### src/rtl/axil_arbiter_2to1_pkg.sv
`default_nettype none
// ============================================================================
// Module   : axil_arbiter_2to1_pkg
// Brief    : Shared state encoding, AXI response codes and round-robin pick.
// Revision : 1.0 - initial release
// ============================================================================
package axil_arbiter_2to1_pkg;

    typedef enum logic [2:0] {
        IDLE = 3'd0,
        RD_A = 3'd1,
        RD_D = 3'd2,
        WR_A = 3'd3,
        WR_B = 3'd4
    } state_t;

    localparam logic [1:0] c_resp_okay   = 2'b00;
    localparam logic [1:0] c_resp_exokay = 2'b01;
    localparam logic [1:0] c_resp_slverr = 2'b10;
    localparam logic [1:0] c_resp_decerr = 2'b11;

    // Returns the winning port index; with both requesting, the one not granted last wins.
    function automatic logic rr_pick(input logic [1:0] req, input logic last);
        logic w_port;
        if (req[0] && req[1]) begin
            w_port = ~last;
        end else if (req[1]) begin
            w_port = 1'b1;
        end else begin
            w_port = 1'b0;
        end
        return w_port;
    endfunction

endpackage
`default_nettype wire

### src/rtl/axil_arbiter_2to1_rr_arb2.sv
`default_nettype none
// ============================================================================
// Module   : axil_arbiter_2to1_rr_arb2
// Brief    : Two-request round-robin picker with a registered last grant.
// Revision : 1.0 - initial release
// ============================================================================
module axil_arbiter_2to1_rr_arb2
    import axil_arbiter_2to1_pkg::*;
(
    input  logic       clk,
    input  logic       rst_n,
    input  logic [1:0] i_req,
    input  logic       i_accept,
    output logic       o_valid,
    output logic       o_port
);

    logic r_last;

    always_comb begin
        o_valid = |i_req;
        o_port  = rr_pick(i_req, r_last);
    end

    // Reset to port 1 so that port 0 wins the first contested arbitration.
    always_ff @(posedge clk or negedge rst_n) begin
        if (!rst_n) begin
            r_last <= 1'b1;
        end else if (i_accept && o_valid) begin
            r_last <= o_port;
        end
    end

endmodule
`default_nettype wire

### src/rtl/axil_arbiter_2to1.sv
`default_nettype none
// ============================================================================
// Module   : axil_arbiter_2to1
// Brief    : Two-requester AXI-lite arbiter onto one master, one txn in flight.
// Revision : 1.0 - initial release
// ============================================================================
module axil_arbiter_2to1
    import axil_arbiter_2to1_pkg::*;
#(
    parameter int ADDR_WIDTH = 32,
    parameter int DATA_WIDTH = 32,
    parameter int STRB_WIDTH = DATA_WIDTH/8
) (
    input  logic                  clk,
    input  logic                  rst_n,
    // requester 0
    input  logic [ADDR_WIDTH-1:0] s0_axil_awaddr,
    input  logic [2:0]            s0_axil_awprot,
    input  logic                  s0_axil_awvalid,
    output logic                  s0_axil_awready,
    input  logic [DATA_WIDTH-1:0] s0_axil_wdata,
    input  logic [STRB_WIDTH-1:0] s0_axil_wstrb,
    input  logic                  s0_axil_wvalid,
    output logic                  s0_axil_wready,
    output logic [1:0]            s0_axil_bresp,
    output logic                  s0_axil_bvalid,
    input  logic                  s0_axil_bready,
    input  logic [ADDR_WIDTH-1:0] s0_axil_araddr,
    input  logic [2:0]            s0_axil_arprot,
    input  logic                  s0_axil_arvalid,
    output logic                  s0_axil_arready,
    output logic [DATA_WIDTH-1:0] s0_axil_rdata,
    output logic [1:0]            s0_axil_rresp,
    output logic                  s0_axil_rvalid,
    input  logic                  s0_axil_rready,
    // requester 1
    input  logic [ADDR_WIDTH-1:0] s1_axil_awaddr,
    input  logic [2:0]            s1_axil_awprot,
    input  logic                  s1_axil_awvalid,
    output logic                  s1_axil_awready,
    input  logic [DATA_WIDTH-1:0] s1_axil_wdata,
    input  logic [STRB_WIDTH-1:0] s1_axil_wstrb,
    input  logic                  s1_axil_wvalid,
    output logic                  s1_axil_wready,
    output logic [1:0]            s1_axil_bresp,
    output logic                  s1_axil_bvalid,
    input  logic                  s1_axil_bready,
    input  logic [ADDR_WIDTH-1:0] s1_axil_araddr,
    input  logic [2:0]            s1_axil_arprot,
    input  logic                  s1_axil_arvalid,
    output logic                  s1_axil_arready,
    output logic [DATA_WIDTH-1:0] s1_axil_rdata,
    output logic [1:0]            s1_axil_rresp,
    output logic                  s1_axil_rvalid,
    input  logic                  s1_axil_rready,
    // shared master
    output logic [ADDR_WIDTH-1:0] m_axil_awaddr,
    output logic [2:0]            m_axil_awprot,
    output logic                  m_axil_awvalid,
    input  logic                  m_axil_awready,
    output logic [DATA_WIDTH-1:0] m_axil_wdata,
    output logic [STRB_WIDTH-1:0] m_axil_wstrb,
    output logic                  m_axil_wvalid,
    input  logic                  m_axil_wready,
    input  logic [1:0]            m_axil_bresp,
    input  logic                  m_axil_bvalid,
    output logic                  m_axil_bready,
    output logic [ADDR_WIDTH-1:0] m_axil_araddr,
    output logic [2:0]            m_axil_arprot,
    output logic                  m_axil_arvalid,
    input  logic                  m_axil_arready,
    input  logic [DATA_WIDTH-1:0] m_axil_rdata,
    input  logic [1:0]            m_axil_rresp,
    input  logic                  m_axil_rvalid,
    output logic                  m_axil_rready
);

    state_t     r_state;
    logic       r_grant;
    logic [1:0] r_wr_first;
    logic       r_aw_done;
    logic       r_w_done;

    logic [1:0] w_req;
    logic       w_arb_valid;
    logic       w_arb_port;
    logic       w_sel_rd;
    logic       w_sel_wr;
    logic       w_pick_write;
    logic       w_aw_fin;
    logic       w_w_fin;

    // A write only counts once both its address and data are offered.
    assign w_req = {s1_axil_arvalid | (s1_axil_awvalid & s1_axil_wvalid),
                    s0_axil_arvalid | (s0_axil_awvalid & s0_axil_wvalid)};

    axil_arbiter_2to1_rr_arb2 u_rr_arb2 (
        .clk      (clk),
        .rst_n    (rst_n),
        .i_req    (w_req),
        .i_accept (r_state == IDLE),
        .o_valid  (w_arb_valid),
        .o_port   (w_arb_port)
    );

    always_comb begin
        w_sel_rd     = w_arb_port ? s1_axil_arvalid : s0_axil_arvalid;
        w_sel_wr     = w_arb_port ? (s1_axil_awvalid & s1_axil_wvalid)
                                  : (s0_axil_awvalid & s0_axil_wvalid);
        w_pick_write = w_sel_wr && (!w_sel_rd || r_wr_first[w_arb_port]);
        w_aw_fin     = r_aw_done | m_axil_awready;
        w_w_fin      = r_w_done  | m_axil_wready;
    end

    always_ff @(posedge clk or negedge rst_n) begin
        if (!rst_n) begin
            r_state    <= IDLE;
            r_grant    <= 1'b0;
            r_wr_first <= 2'b11;
            r_aw_done  <= 1'b0;
            r_w_done   <= 1'b0;
        end else begin
            case (r_state)
                IDLE: begin
                    if (w_arb_valid) begin
                        r_grant                <= w_arb_port;
                        r_wr_first[w_arb_port] <= ~r_wr_first[w_arb_port];
                        r_state                <= w_pick_write ? WR_A : RD_A;
                    end
                end
                RD_A: begin
                    if (m_axil_arready) begin
                        r_state <= RD_D;
                    end
                end
                RD_D: begin
                    if (m_axil_rvalid && m_axil_rready) begin
                        r_state <= IDLE;
                    end
                end
                WR_A: begin
                    if (w_aw_fin && w_w_fin) begin
                        r_state   <= WR_B;
                        r_aw_done <= 1'b0;
                        r_w_done  <= 1'b0;
                    end else begin
                        r_aw_done <= w_aw_fin;
                        r_w_done  <= w_w_fin;
                    end
                end
                WR_B: begin
                    if (m_axil_bvalid && m_axil_bready) begin
                        r_state <= IDLE;
                    end
                end
                default: r_state <= IDLE;
            endcase
        end
    end

    // Every output is decoded from registered state plus the opposite side's
    // handshake inputs, so nothing loops from a requester valid to its ready.
    always_comb begin
        m_axil_awaddr   = '0;
        m_axil_awprot   = '0;
        m_axil_awvalid  = 1'b0;
        m_axil_wdata    = '0;
        m_axil_wstrb    = '0;
        m_axil_wvalid   = 1'b0;
        m_axil_bready   = 1'b0;
        m_axil_araddr   = '0;
        m_axil_arprot   = '0;
        m_axil_arvalid  = 1'b0;
        m_axil_rready   = 1'b0;
        s0_axil_awready = 1'b0;
        s0_axil_wready  = 1'b0;
        s0_axil_bresp   = '0;
        s0_axil_bvalid  = 1'b0;
        s0_axil_arready = 1'b0;
        s0_axil_rdata   = '0;
        s0_axil_rresp   = '0;
        s0_axil_rvalid  = 1'b0;
        s1_axil_awready = 1'b0;
        s1_axil_wready  = 1'b0;
        s1_axil_bresp   = '0;
        s1_axil_bvalid  = 1'b0;
        s1_axil_arready = 1'b0;
        s1_axil_rdata   = '0;
        s1_axil_rresp   = '0;
        s1_axil_rvalid  = 1'b0;
        case (r_state)
            RD_A: begin
                m_axil_arvalid  = 1'b1;
                m_axil_araddr   = r_grant ? s1_axil_araddr : s0_axil_araddr;
                m_axil_arprot   = r_grant ? s1_axil_arprot : s0_axil_arprot;
                s0_axil_arready = ~r_grant & m_axil_arready;
                s1_axil_arready =  r_grant & m_axil_arready;
            end
            RD_D: begin
                m_axil_rready = r_grant ? s1_axil_rready : s0_axil_rready;
                if (r_grant) begin
                    s1_axil_rdata  = m_axil_rdata;
                    s1_axil_rresp  = m_axil_rresp;
                    s1_axil_rvalid = m_axil_rvalid;
                end else begin
                    s0_axil_rdata  = m_axil_rdata;
                    s0_axil_rresp  = m_axil_rresp;
                    s0_axil_rvalid = m_axil_rvalid;
                end
            end
            WR_A: begin
                m_axil_awvalid  = ~r_aw_done;
                m_axil_wvalid   = ~r_w_done;
                m_axil_awaddr   = r_grant ? s1_axil_awaddr : s0_axil_awaddr;
                m_axil_awprot   = r_grant ? s1_axil_awprot : s0_axil_awprot;
                m_axil_wdata    = r_grant ? s1_axil_wdata  : s0_axil_wdata;
                m_axil_wstrb    = r_grant ? s1_axil_wstrb  : s0_axil_wstrb;
                s0_axil_awready = ~r_grant & ~r_aw_done & m_axil_awready;
                s1_axil_awready =  r_grant & ~r_aw_done & m_axil_awready;
                s0_axil_wready  = ~r_grant & ~r_w_done  & m_axil_wready;
                s1_axil_wready  =  r_grant & ~r_w_done  & m_axil_wready;
            end
            WR_B: begin
                m_axil_bready = r_grant ? s1_axil_bready : s0_axil_bready;
                if (r_grant) begin
                    s1_axil_bresp  = m_axil_bresp;
                    s1_axil_bvalid = m_axil_bvalid;
                end else begin
                    s0_axil_bresp  = m_axil_bresp;
                    s0_axil_bvalid = m_axil_bvalid;
                end
            end
            default: ;
        endcase
    end

endmodule
`default_nettype wire

### config.mk
export PLATFORM = sky130hd
export DESIGN_NAME = axil_arbiter_2to1
export DESIGN_NICKNAME = d
export VERILOG_FILES = /design/src/rtl/axil_arbiter_2to1_pkg.sv /design/src/rtl/axil_arbiter_2to1_rr_arb2.sv /design/src/rtl/axil_arbiter_2to1.sv
export SDC_FILE = /design/constraint.sdc
export NUM_CORES = 1
export LEC_CHECK = 0
export CAP_MARGIN = 20
export CORE_AREA = 10 10 167 169
export CTS_BUF_LIST = sky130_fd_sc_hd__clkbuf_16
export DETAILED_ROUTE_END_ITERATION = 8
export DIE_AREA = 0 0 177 179
export PLACE_DENSITY = 0.55
export SKIP_LAST_GASP = 1
export SYNTH_ARGS = -nofsm -noshare
export SYNTH_HDL_FRONTEND = slang
export SYNTH_HIERARCHICAL = 1
export SYNTH_SLANG_ARGS = --single-unit
### constraint.sdc
create_clock -name clk -period 2.61 [get_ports clk]
set_clock_uncertainty 0.1 [all_clocks]
set_input_delay 0.6525 -clock clk [delete_from_list [all_inputs] [get_ports clk]]
set_output_delay 0.6525 -clock clk [all_outputs]
set_load 0.01 [all_outputs]
==> results.cfg <==
[clocking]
clk-insertion-delay-late_ns = 0.23
cts_root_buf = clkbuf_16
htree_levels = 1
cts_tree = built
cts-buffers-inserted = 3
clkTransAtPathRegs_ns = 0.04
max-clock-path-buffers = 2
cts.sinks = 9

[flow_run]
cap_violations = 0

[power]
power_density_nw_per_um2 = 687.2
leakagePower_nw = 4.504
ir_worst_vdd_mv = 0.3246

[placement]
place_ws_ns = -0.1990
io_buffers = 457
placed_cell_area_um2 = 7930
dp_hpwl_mm = 19.38
placed_cells = 1196
gp_congestion = 0.8206

[floorplan]
num_rows = 58
start_util_pct = 10.94
design.die.area_um2 = 31680
io_pins = 458
die_w_um = 177
chipHeight_um = 179
core_um2 = 24750

[timing]
max_freq_mhz = 364.0
finalCritPeriodShare_pct = 105.2
hold_ws_ns = 0.3882
period_minus_slack_ns = 2.747
hold_viol = 0
maxSlewHeadroom_pct = 70.09
rsz0062_at_grt = yes
finalSetupViolCount = 33
tightestPinTransition_ns = 0.4447
fin_ws_ns = -0.1369
slew_violations = 0

[detailed_routing]
first_iter_violations = 106
drc = 0
firstDrtPassIters = 4
routed_wl_mm = 22.61
antenna_left = 0
vias = 4528
vias_per_cell = 3.736
avgRoutedWirePerCell_um = 18.66

[worst_setup_path]
cp_max_fo = 14
cp-start-kind = flop
crit_arrival_ns = 1.99
required_ns = 1.86
path_class = flop to output port
endpoint_kind = output port

[yosys]
syn_area_per_cell_um2 = 6.766
async_flop_share_pct = 100.0
ys.flop_type = dfrtp_1
synth_cell_types = 31
netlist_area_um2 = 2706
yosysSeqAreaShare_pct = 8.460
synth-seq-cells = 9
synth_edf_count = 0
netlist_instances = 400
syn_nets = 665
ys.warnings.count = 6

[global_routing]
grt_pass1_vias = 4733
grt_usage_pct = 12.58
grt_antenna_before_repair = 0
grt_max_degree = 37
grt_overflow_total = 0
grt_pass1_wl_mm = 30.88

[finish]
syn2layout_area_growth_pct = 202.2
fillers = 2651
drive_gt1_share_pct = 9.410
diodes = 0
final_nets = 1148
final_cells = 1212
fin_area_um2 = 8178

[min_path]
hp-class = flop to flop

[outcome]
status = complete, but fails checks
violations = negative setup slack
## per-stage QoR
| step | TNS [ns] | total power [mW] | utilization (%) |
|---|---|---|---|
| 6_report | -3.607 | 5.619 | 33.05 |
| 5_1_grt | -6.251 | 6.062 | 33.05 |
| 4_1_cts | -14.87 | 5.708 | 32.45 |
| 3_5_place_dp | -2.982 | 5.435 | 32.05 |
| 3_3_place_gp | -2.495 | 5.437 | 32.05 |
| 2_1_floorplan | 0 | 2.578 | - |
## synthesized netlist by cell type, types with 2 or more instances
| cell | number | area (um^2) |
|---|---|---|
| a21oi_1 | 4 | 20.02 |
| a31oi_1 | 2 | 12.51 |
| and2_1 | 74 | 462.9 |
| and3_1 | 7 | 43.79 |
| buf_2 | 22 | 110.1 |
| buf_6 | 3 | 33.78 |
| clkbuf_1 | 9 | 33.78 |
| dfrtp_1 | 6 | 150.1 |
| dfstp_2 | 3 | 78.83 |
| mux2i_1 | 108 | 1081 |
| nand2_1 | 11 | 41.29 |
| nand2b_1 | 2 | 12.51 |
| nor2_1 | 127 | 476.7 |
| nor2b_1 | 2 | 12.51 |
| nor3_1 | 3 | 15.01 |
| o22ai_1 | 2 | 12.51 |
## where the power goes
part	switching [mW]	internal, mW
registers	0.0778	0.234
logic	2.30	2.74
clock network	0.0655	0.200
## area by class of cell
cell class              count  area, um^2  share of cell area (%)
repair buffers            513        5134                   62.78
multi-input cells         355        2316                   28.32
well taps                 330       412.9                   5.049
flip-flops and latches      9       232.7                   2.846
clock buffers               3       75.07                  0.9180
clock inverters             1       3.754                 0.04590
inverters                   1       3.754                 0.04590
## kinds of logic (layout without fill, tap and decap cells)
logic type / after synthesis / after routing / synth area share, %
muxes: 108 / 108 / 39.94
xor gates and xnor gates: 2 / 2 / 0.6474
AOI/OAI and AO/OA: 13 / 13 / 3.005
and+or+nand+nor: 232 / 232 / 40.96
buffers and inverters: 36 / 518 / 6.981
DFF: 9 / 9 / 8.460
## worst max-delay path: stages (launching register included)
cell	delay [ns]
dfrtp_1	0.40
or3b_4	0.49
buf_12	0.19
nor2_1	0.12
clkdlybuf4s50_1	0.55
## per-layer routing
metal | GRT usage, % | share of wire (%)
met3 | 4.023 | 8.5
met2 | 22.84 | 51
met1 | 14.67 | 39
met4 | 0.8406 | 0.65
met5 | 0 | 0
## registers in the layout, indices dropped and copies added, names as in the netlist
name / count
r_w_done: 1
u_rr_arb2/r_last: 1
r_state: 3
r_aw_done: 1
r_wr_first: 2
r_grant: 1
## cell usage in the layout, fill, tap and decap left out, types with 2 or more instances in the layout
master             n
and3_1             6
clkdlybuf4s50_1  299
and2_1            73
clkbuf_2          13
buf_12             9
dlymetal6s2s_1    50
nor2_1           124
buf_6              4
inv_1              2
nor2b_1            2
nand2_1           11
nand2b_1           2
mux2i_1          108
clkdlybuf4s15_1    9
dfrtp_1            5
o22ai_1            2
a31oi_1            2
dlygate4sd2_1     85
a21oi_1            4
dfstp_2            3
buf_4             40
clkbuf_16          4
nor3_1             3
nor2_4             2
## repair_timing
item / 4_1_cts / 5_1_grt
pin swaps: 0 / 4
hold endpoints to repair: 0 / 0
buffers inserted: 7 / 3
cloned: 2 / 1
gates resized for setup: 115 / 96
endpoints found under the setup margin: 192 / 134
hold buffers: 0 / 0
## path summary, 6_finish.rpt
check                               from  slack [ns]                end  cells after the start
max                           r_state[2]       -0.14  m_axil_araddr[24]                      4
min                        r_wr_first[1]        0.39      r_wr_first[1]                      1
max reg2reg                      r_grant        0.52         r_state[1]                      7
min reg2reg                r_wr_first[1]        0.39      r_wr_first[1]                      1
max in group asynchronous          rst_n        1.43            r_grant                      1
min in group asynchronous          rst_n        0.63         r_state[1]                      1
No activity file was read; power rests on OpenSTA's default activity.
